### src/rtl/qk_inst_seq.sv
// Autonomous instruction sequencer for one Q/K attention pass: Q/K fill, K load, execute, ofifo drain.
// Optional QK_SEQ_PMEM_RDBK_EN adds a pmem read-back phase after the drain.
module qk_inst_seq #(
    parameter int NUM_Q    = 8,
    parameter int NUM_K    = 8,
    parameter int ADDR_W   = 4,
    parameter int LOAD_GAP = 10,
    parameter int EXEC_GAP = 10,
    localparam int INST_W  = 9 + 2*ADDR_W
) (
    input  logic              clk,
    input  logic              reset,
    input  logic              start,
    input  logic              vec_vld,
    output logic              vec_rdy,
    output logic              vec_sel,
    output logic [ADDR_W-1:0] vec_idx,
    output logic [INST_W-1:0] inst,
    output logic              busy,
    output logic              done
);
    localparam int GAP_MAX = (LOAD_GAP > EXEC_GAP + 1) ? LOAD_GAP : EXEC_GAP + 1;
    localparam int CNT_W   = ($clog2(GAP_MAX + 1) > ADDR_W + 1) ? $clog2(GAP_MAX + 1) : ADDR_W + 1;

    localparam int B_PWR   = 0;
    localparam int B_PRD   = 1;
    localparam int B_KWR   = 2;
    localparam int B_KRD   = 3;
    localparam int B_QWR   = 4;
    localparam int B_QRD   = 5;
    localparam int B_LOAD  = 6;
    localparam int B_EXEC  = 7;
    localparam int PA_LSB  = 8;
    localparam int QA_LSB  = 8 + ADDR_W;
    localparam int B_OFIFO = INST_W - 1;

    localparam logic [CNT_W-1:0] LAST_Q  = CNT_W'(NUM_Q - 1);
    localparam logic [CNT_W-1:0] LAST_K  = CNT_W'(NUM_K - 1);
    localparam logic [CNT_W-1:0] LAST_KL = CNT_W'(NUM_K);
    localparam logic [CNT_W-1:0] LAST_LG = CNT_W'(LOAD_GAP - 1);
    localparam logic [CNT_W-1:0] LAST_EG = CNT_W'(EXEC_GAP);
    localparam logic [CNT_W-1:0] LAST_GA = CNT_W'(2);

    if (ADDR_W < 1 || NUM_Q < 1 || NUM_Q > (1 << ADDR_W) || NUM_K < 1 ||
        NUM_K > (1 << ADDR_W) - 1 || LOAD_GAP < 1 || EXEC_GAP < 0) begin : g_bad_param
        $error("qk_inst_seq: parameter out of range");
    end

    typedef enum logic [3:0] {
        S_IDLE   = 4'd0,
        S_QWR    = 4'd1,
        S_KWR    = 4'd2,
        S_GAPA   = 4'd3,
        S_KLOAD  = 4'd4,
        S_KDRAIN = 4'd5,
        S_LGAP   = 4'd6,
        S_EXEC   = 4'd7,
        S_EGAP   = 4'd8,
        S_DRAIN  = 4'd9,
`ifdef QK_SEQ_PMEM_RDBK_EN
        S_RDBK   = 4'd10,
`endif
        S_DONE   = 4'd11
    } state_t;

    state_t             st_q, st_d;
    logic [CNT_W-1:0]   cnt_q, cnt_d;
    logic [ADDR_W-1:0]  hold_q, hold_d;
    logic [INST_W-1:0]  inst_q, inst_d, wr_word;
    logic               vec_rdy_q, vec_rdy_d;
    logic               vec_sel_q, vec_sel_d;
    logic [ADDR_W-1:0]  vec_idx_q, vec_idx_d;
    logic               busy_q, busy_d;
    logic               done_q, done_d;
    logic               accept;

    // Registered instruction for a given state/count; write strobes are overlaid separately.
    function automatic logic [INST_W-1:0] enc(input state_t st, input logic [CNT_W-1:0] c,
                                              input logic [ADDR_W-1:0] hold);
        logic [INST_W-1:0] w;
        w = '0;
        case (st)
            S_QWR, S_KWR: w[QA_LSB +: ADDR_W] = hold;
            S_KLOAD: begin
                w[B_LOAD] = 1'b1;
                w[B_KRD]  = (c != '0);
                if (c > CNT_W'(1)) w[QA_LSB +: ADDR_W] = ADDR_W'(c - CNT_W'(1));
            end
            S_KDRAIN: w[B_LOAD] = 1'b1;
            S_EXEC: begin
                w[B_EXEC] = 1'b1;
                w[B_QRD]  = 1'b1;
                w[QA_LSB +: ADDR_W] = ADDR_W'(c);
            end
            S_DRAIN: begin
                w[B_OFIFO] = 1'b1;
                w[B_PWR]   = 1'b1;
                w[PA_LSB +: ADDR_W] = ADDR_W'(c);
            end
`ifdef QK_SEQ_PMEM_RDBK_EN
            S_RDBK: begin
                w[B_PRD] = 1'b1;
                w[PA_LSB +: ADDR_W] = ADDR_W'(c);
            end
`endif
            default: ;
        endcase
        return w;
    endfunction

    assign accept = vec_rdy_q & vec_vld;

    always_comb begin
        st_d   = st_q;
        cnt_d  = cnt_q;
        hold_d = hold_q;
        case (st_q)
            S_IDLE: if (start) begin
                st_d   = S_QWR;
                cnt_d  = '0;
                hold_d = '0;
            end
            S_QWR: if (accept) begin
                hold_d = vec_idx_q;
                cnt_d  = cnt_q + CNT_W'(1);
                if (cnt_q == LAST_Q) begin
                    st_d   = S_KWR;
                    cnt_d  = '0;
                    hold_d = '0;
                end
            end
            S_KWR: if (accept) begin
                hold_d = vec_idx_q;
                cnt_d  = cnt_q + CNT_W'(1);
                if (cnt_q == LAST_K) begin
                    st_d  = S_GAPA;
                    cnt_d = '0;
                end
            end
            S_GAPA:   begin cnt_d = cnt_q + CNT_W'(1); if (cnt_q == LAST_GA) begin st_d = S_KLOAD; cnt_d = '0; end end
            S_KLOAD:  begin cnt_d = cnt_q + CNT_W'(1); if (cnt_q == LAST_KL) begin st_d = S_KDRAIN; cnt_d = '0; end end
            S_KDRAIN: begin st_d = S_LGAP; cnt_d = '0; end
            S_LGAP:   begin cnt_d = cnt_q + CNT_W'(1); if (cnt_q == LAST_LG) begin st_d = S_EXEC; cnt_d = '0; end end
            S_EXEC:   begin cnt_d = cnt_q + CNT_W'(1); if (cnt_q == LAST_Q) begin st_d = S_EGAP; cnt_d = '0; end end
            S_EGAP:   begin cnt_d = cnt_q + CNT_W'(1); if (cnt_q == LAST_EG) begin st_d = S_DRAIN; cnt_d = '0; end end
            S_DRAIN: begin
                cnt_d = cnt_q + CNT_W'(1);
                if (cnt_q == LAST_Q) begin
`ifdef QK_SEQ_PMEM_RDBK_EN
                    st_d = S_RDBK;
`else
                    st_d = S_DONE;
`endif
                    cnt_d = '0;
                end
            end
`ifdef QK_SEQ_PMEM_RDBK_EN
            S_RDBK:   begin cnt_d = cnt_q + CNT_W'(1); if (cnt_q == LAST_Q) begin st_d = S_DONE; cnt_d = '0; end end
`endif
            S_DONE:   begin st_d = S_IDLE; cnt_d = '0; end
            default:  begin st_d = S_IDLE; cnt_d = '0; end
        endcase

        inst_d    = enc(st_d, cnt_d, hold_d);
        vec_rdy_d = (st_d == S_QWR) || (st_d == S_KWR);
        vec_sel_d = (st_d == S_KWR);
        vec_idx_d = vec_rdy_d ? ADDR_W'(cnt_d) : '0;
        busy_d    = (st_d != S_IDLE);
        done_d    = (st_d == S_DONE);
    end

    always_ff @(posedge clk or negedge reset) begin
        if (!reset) begin
            st_q      <= S_IDLE;
            cnt_q     <= '0;
            hold_q    <= '0;
            inst_q    <= '0;
            vec_rdy_q <= 1'b0;
            vec_sel_q <= 1'b0;
            vec_idx_q <= '0;
            busy_q    <= 1'b0;
            done_q    <= 1'b0;
        end else begin
            st_q      <= st_d;
            cnt_q     <= cnt_d;
            hold_q    <= hold_d;
            inst_q    <= inst_d;
            vec_rdy_q <= vec_rdy_d;
            vec_sel_q <= vec_sel_d;
            vec_idx_q <= vec_idx_d;
            busy_q    <= busy_d;
            done_q    <= done_d;
        end
    end

    // The write strobe must coincide with the host's vec_vld, so it gates the registered word.
    always_comb begin
        wr_word = '0;
        wr_word[QA_LSB +: ADDR_W] = vec_idx_q;
        wr_word[B_QWR] = ~vec_sel_q;
        wr_word[B_KWR] = vec_sel_q;
        inst = accept ? wr_word : inst_q;
    end

    assign vec_rdy = vec_rdy_q;
    assign vec_sel = vec_sel_q;
    assign vec_idx = vec_idx_q;
    assign busy    = busy_q;
    assign done    = done_q;

endmodule

### config.mk
export PLATFORM = sky130hd
export DESIGN_NAME = qk_inst_seq
export DESIGN_NICKNAME = d
export VERILOG_FILES = /design/src/rtl/qk_inst_seq.sv
export SDC_FILE = /design/constraint.sdc
export NUM_CORES = 1
export LEC_CHECK = 0
export BUFFER_PORTS_ARGS = -buffer_cell sky130_fd_sc_hd__buf_2
export CAP_MARGIN = 20
export CORE_ASPECT_RATIO = 1.75
export CORE_MARGIN = 2
export CORE_UTILIZATION = 46
export CTS_CLUSTER_DIAMETER = 30
export DETAILED_ROUTE_END_ITERATION = 12
export HOLD_SLACK_MARGIN = 0.12
export PLACE_DENSITY = 0.66
export SYNTH_ARGS = -nofsm -noshare
export SYNTH_HDL_FRONTEND = slang
export SYNTH_SLANG_ARGS = --single-unit
### constraint.sdc
create_clock -name clk -period 7.37 [get_ports clk]
set_input_delay 0.3685 -clock clk [delete_from_list [all_inputs] [get_ports clk]]
set_output_delay 0.3685 -clock clk [all_outputs]
set_load 0.02 [all_outputs]
==> results.py <==
metrics = {
    "synth": {
        "synth_area_um2": 2140,
        "synth-seq-cells": 33,
        "yosysWarnings": 0,
        "synth-edff-count": 0,
        "synth_top_area_frac": 0.385,
        "syn_inst": 229,
        "ys_types": 62,
        "yosysTopAreaCell": "dfrtp_1",
        "seq_area_frac_synth": 0.385,
        "async_flop_share": 1.00,
        "synthFlopType": "dfrtp_1",
        "syn_avg_cell_area_um2": 9.36,
        "synthTopCellsByArea": "dfrtp_1 39%, nand2_1 5.3%, ha_1 4.1%",
        "syn_nets": 240,
    },
    "outcome": {
        "outcome": "finished clean",
    },
    "timing": {
        "slew-limit-headroom": 0.517,
        "hold_viol_final": 0,
        "fin_setup_tns_ns": 0,
        "max_freq_ghz": 0.334,
        "rsz0062_at_grt": "no",
        "drv_slew": 0,
        "setup_violations": 0,
        "fin_skew_ns": 0.00662,
        "worst_pin_slew_ns": 0.725,
        "min_period_ns": 2.99,
        "period_share": 0.406,
        "finalWorstSetupSlack_ns": 4.38,
    },
    "global_route": {
        "first_global_vias": 1722,
        "track_usage": 0.216,
        "overflow": 0,
        "grt_pass1_wl_um": 8600,
        "grt_max_degree": 34,
        "antenna_found_initial": 0,
    },
    "routing": {
        "drtAntennaViolNets": 0,
        "vias": 1742,
        "drt_pass1_iterations": 4,
        "drt-total-wl_um": 5300,
        "viasPerCell": 5.79,
        "drc_errors": 0,
        "drt-initial-drc-count": 77,
        "wl_per_cell_um": 17.6,
    },
    "floorplanning": {
        "initial_core_util": 0.482,
        "die_area_um2": 5240,
        "core_um2": 4440,
        "die_w_um": 55.6,
        "ios": 29,
        "rows": 32,
        "die_h_um": 94.3,
    },
    "power_and_ir_drop": {
        "powerDensity_nw_per_um2": 427,
        "power.leakage_nw": 1.17,
        "ir_drop_v": 0.000282,
    },
    "flow_run": {
        "maxCapViolCount": 0,
    },
    "setup_path": {
        "crit_path_frequent_cell": "ha_1",
        "worstPathMaxFanout": 7,
        "cp.arrival_ns": 3.15,
        "r2r_cells": 11,
        "ff2ff_setup_slack_ns": 4.38,
        "worst_path_max_delay_cell": "dfrtp_1",
        "critPathRequiredTime_ns": 7.53,
        "crit_chain": "inv_1 -> ha_1 -> nor4b_4 -> o32a_2 -> nand3_2 -> or2_1 -> a22oi_1 -> ha_1 -> nor2_1 -> o41ai_2 -> o21ai_1",
        "path_class": "register to register",
        "reg2reg_to": "inst_q[14]",
        "rr_startpoint": "cnt_q[0]",
        "endpoint_kind": "register",
        "cp_num_buf_inv": 1,
        "cp-start-kind": "register",
        "max_stage_delay_ns": 0.45,
        "crit_family": "compound AO/OA/AOI/OAI gates",
    },
    "clocking": {
        "clk_pin_slew_ns": 0.07,
        "cts_sinks": 33,
        "cts-root-buf": "clkbuf_8",
        "post_cts_resized": 0,
        "clock_latency_ns": 0.28,
        "cts_tree": "done",
        "postCtsSetupBuffers": 0,
        "postCtsHoldBufs": 0,
        "cts_buffer_depth": 2,
        "cts_made_buffers": 5,
        "htree_levels": 2,
    },
    "layout": {
        "final_nets": 260,
        "diodes": 0,
        "synthToLayoutAreaGrowth_pct": 9.28,
        "drive_above_1_share": 0.232,
        "final_core_util": 0.527,
    },
    "hold_path": {
        "worstHoldPathType": "input port to async pin",
    },
    "place": {
        "gp_congestion": 0.923,
        "dpl.hpwl_um": 3970,
        "place_ws_ns": 4.40,
        "port_buffers": 27,
    },
}
-- how the worst max path moves through the flow --
stage / start / to / slack, ns / cells past startpoint
after global placement: cnt_q[0] / inst_q[14] / 4.44 / 11
final: cnt_q[0] / inst_q[14] / 4.38 / 11
after detailed placement: cnt_q[0] / inst_q[14] / 4.40 / 11
after CTS: cnt_q[0] / inst_q[14] / 4.38 / 11
after global routing: cnt_q[0] / inst_q[14] / 4.11 / 11
after floorplan: cnt_q[0] / inst_q[14] / 4.74 / 11
-- placed cells by master, fill, tap and decap left out, types with 4 or more instances in the layout --
cell type  synthesis  final
a21oi_1           11     11
and2_1            12     12
buf_2              1     27
clkbuf_8           1      6
dfrtp_1           33     33
ha_1               7      7
inv_1              6      6
nand2_1           30     30
nand3_1           10     10
nor2_1            17     17
nor2b_1            4      4
nor3b_1            4      4
o21ai_0            8      8
o21ai_1            4      4
-- metal layers --
| metal | vias to the layer above | GRT usage | wire length (um) |
|---|---|---|---|
| met1 | 822 | 0.246 | 2060 |
| met5 | - | 0 | 0 |
| li1 | 849 | - | - |
| met3 | 15 | 0.0372 | 238 |
| met2 | 56 | 0.384 | 2810 |
| met4 | 0 | 0.108 | 198 |
-- flip-flops by register name, summed over array words and instances, names as in the netlist --
signal   flops
st_q         4
vec_sel      1
vec_rdy      1
hold_q       4
cnt_q        5
inst_q      12
done         1
busy         1
vec_idx      4
-- stage by stage --
stage	instances	hold WS [ns]	total power, mW	instance area (um2)
after floorplan	229	0.0729	0.698	2140
after global placement	293	0.464	0.828	2230
after detailed placement	293	0.466	0.824	2230
after CTS	301	0.157	1.00	2340
after global routing	301	0.201	1.08	2340
final	301	0.134	0.999	2340
-- power breakdown --
part / internal (mW) / switching (mW) / leakage [nW]
clock: 0.110 / 0.0651 / 0.0585
combinational: 0.192 / 0.342 / 0.664
sequential: 0.221 / 0.0688 / 0.444
total: 0.523 / 0.476 / 1.17
-- layout make-up --
class | instances | area (um2)
Timing Repair Buffer | 27 | 135
Inverter | 8 | 30.0
Tap cell | 51 | 63.8
Fill cell | 410 | 2100
Clock inverter | 1 | 30.0
Clock buffer | 7 | 86.3
Multi-Input combinational cell | 174 | 1170
Sequential cell | 33 | 826
-- cells in the mapped netlist, types with 3 or more instances --
cell type / instances
and2_1: 12
o22ai_1: 3
inv_1: 6
buf_4: 4
o21ai_1: 4
a22oi_1: 3
nor3b_1: 4
clkbuf_1: 3
nand2_1: 30
nand2b_1: 3
ha_1: 7
nand3_1: 10
nor3_1: 3
buf_6: 5
nor2b_1: 4
nor2_1: 17
a22o_1: 3
o21ai_0: 8
a21oi_1: 11
dfrtp_1: 33
a32oi_1: 3
-- cells by family (layout without fill, tap and decap cells) --
logic type                 count (synthesis)  after routing  share of synthesized area
AOI/OAI and AO/OA                         52             52                      0.186
xor gates and xnor gates                   4              4                     0.0163
adders and majority gates                  7              7                     0.0409
buffers and inverters                     22             43                     0.0683
DFF                                       33             33                      0.385
muxes                                      1              1                    0.00467
other                                      1              1                    0.00175
and+or+nand+nor                          109            109                      0.297
Power figures use the tool's default switching activity.
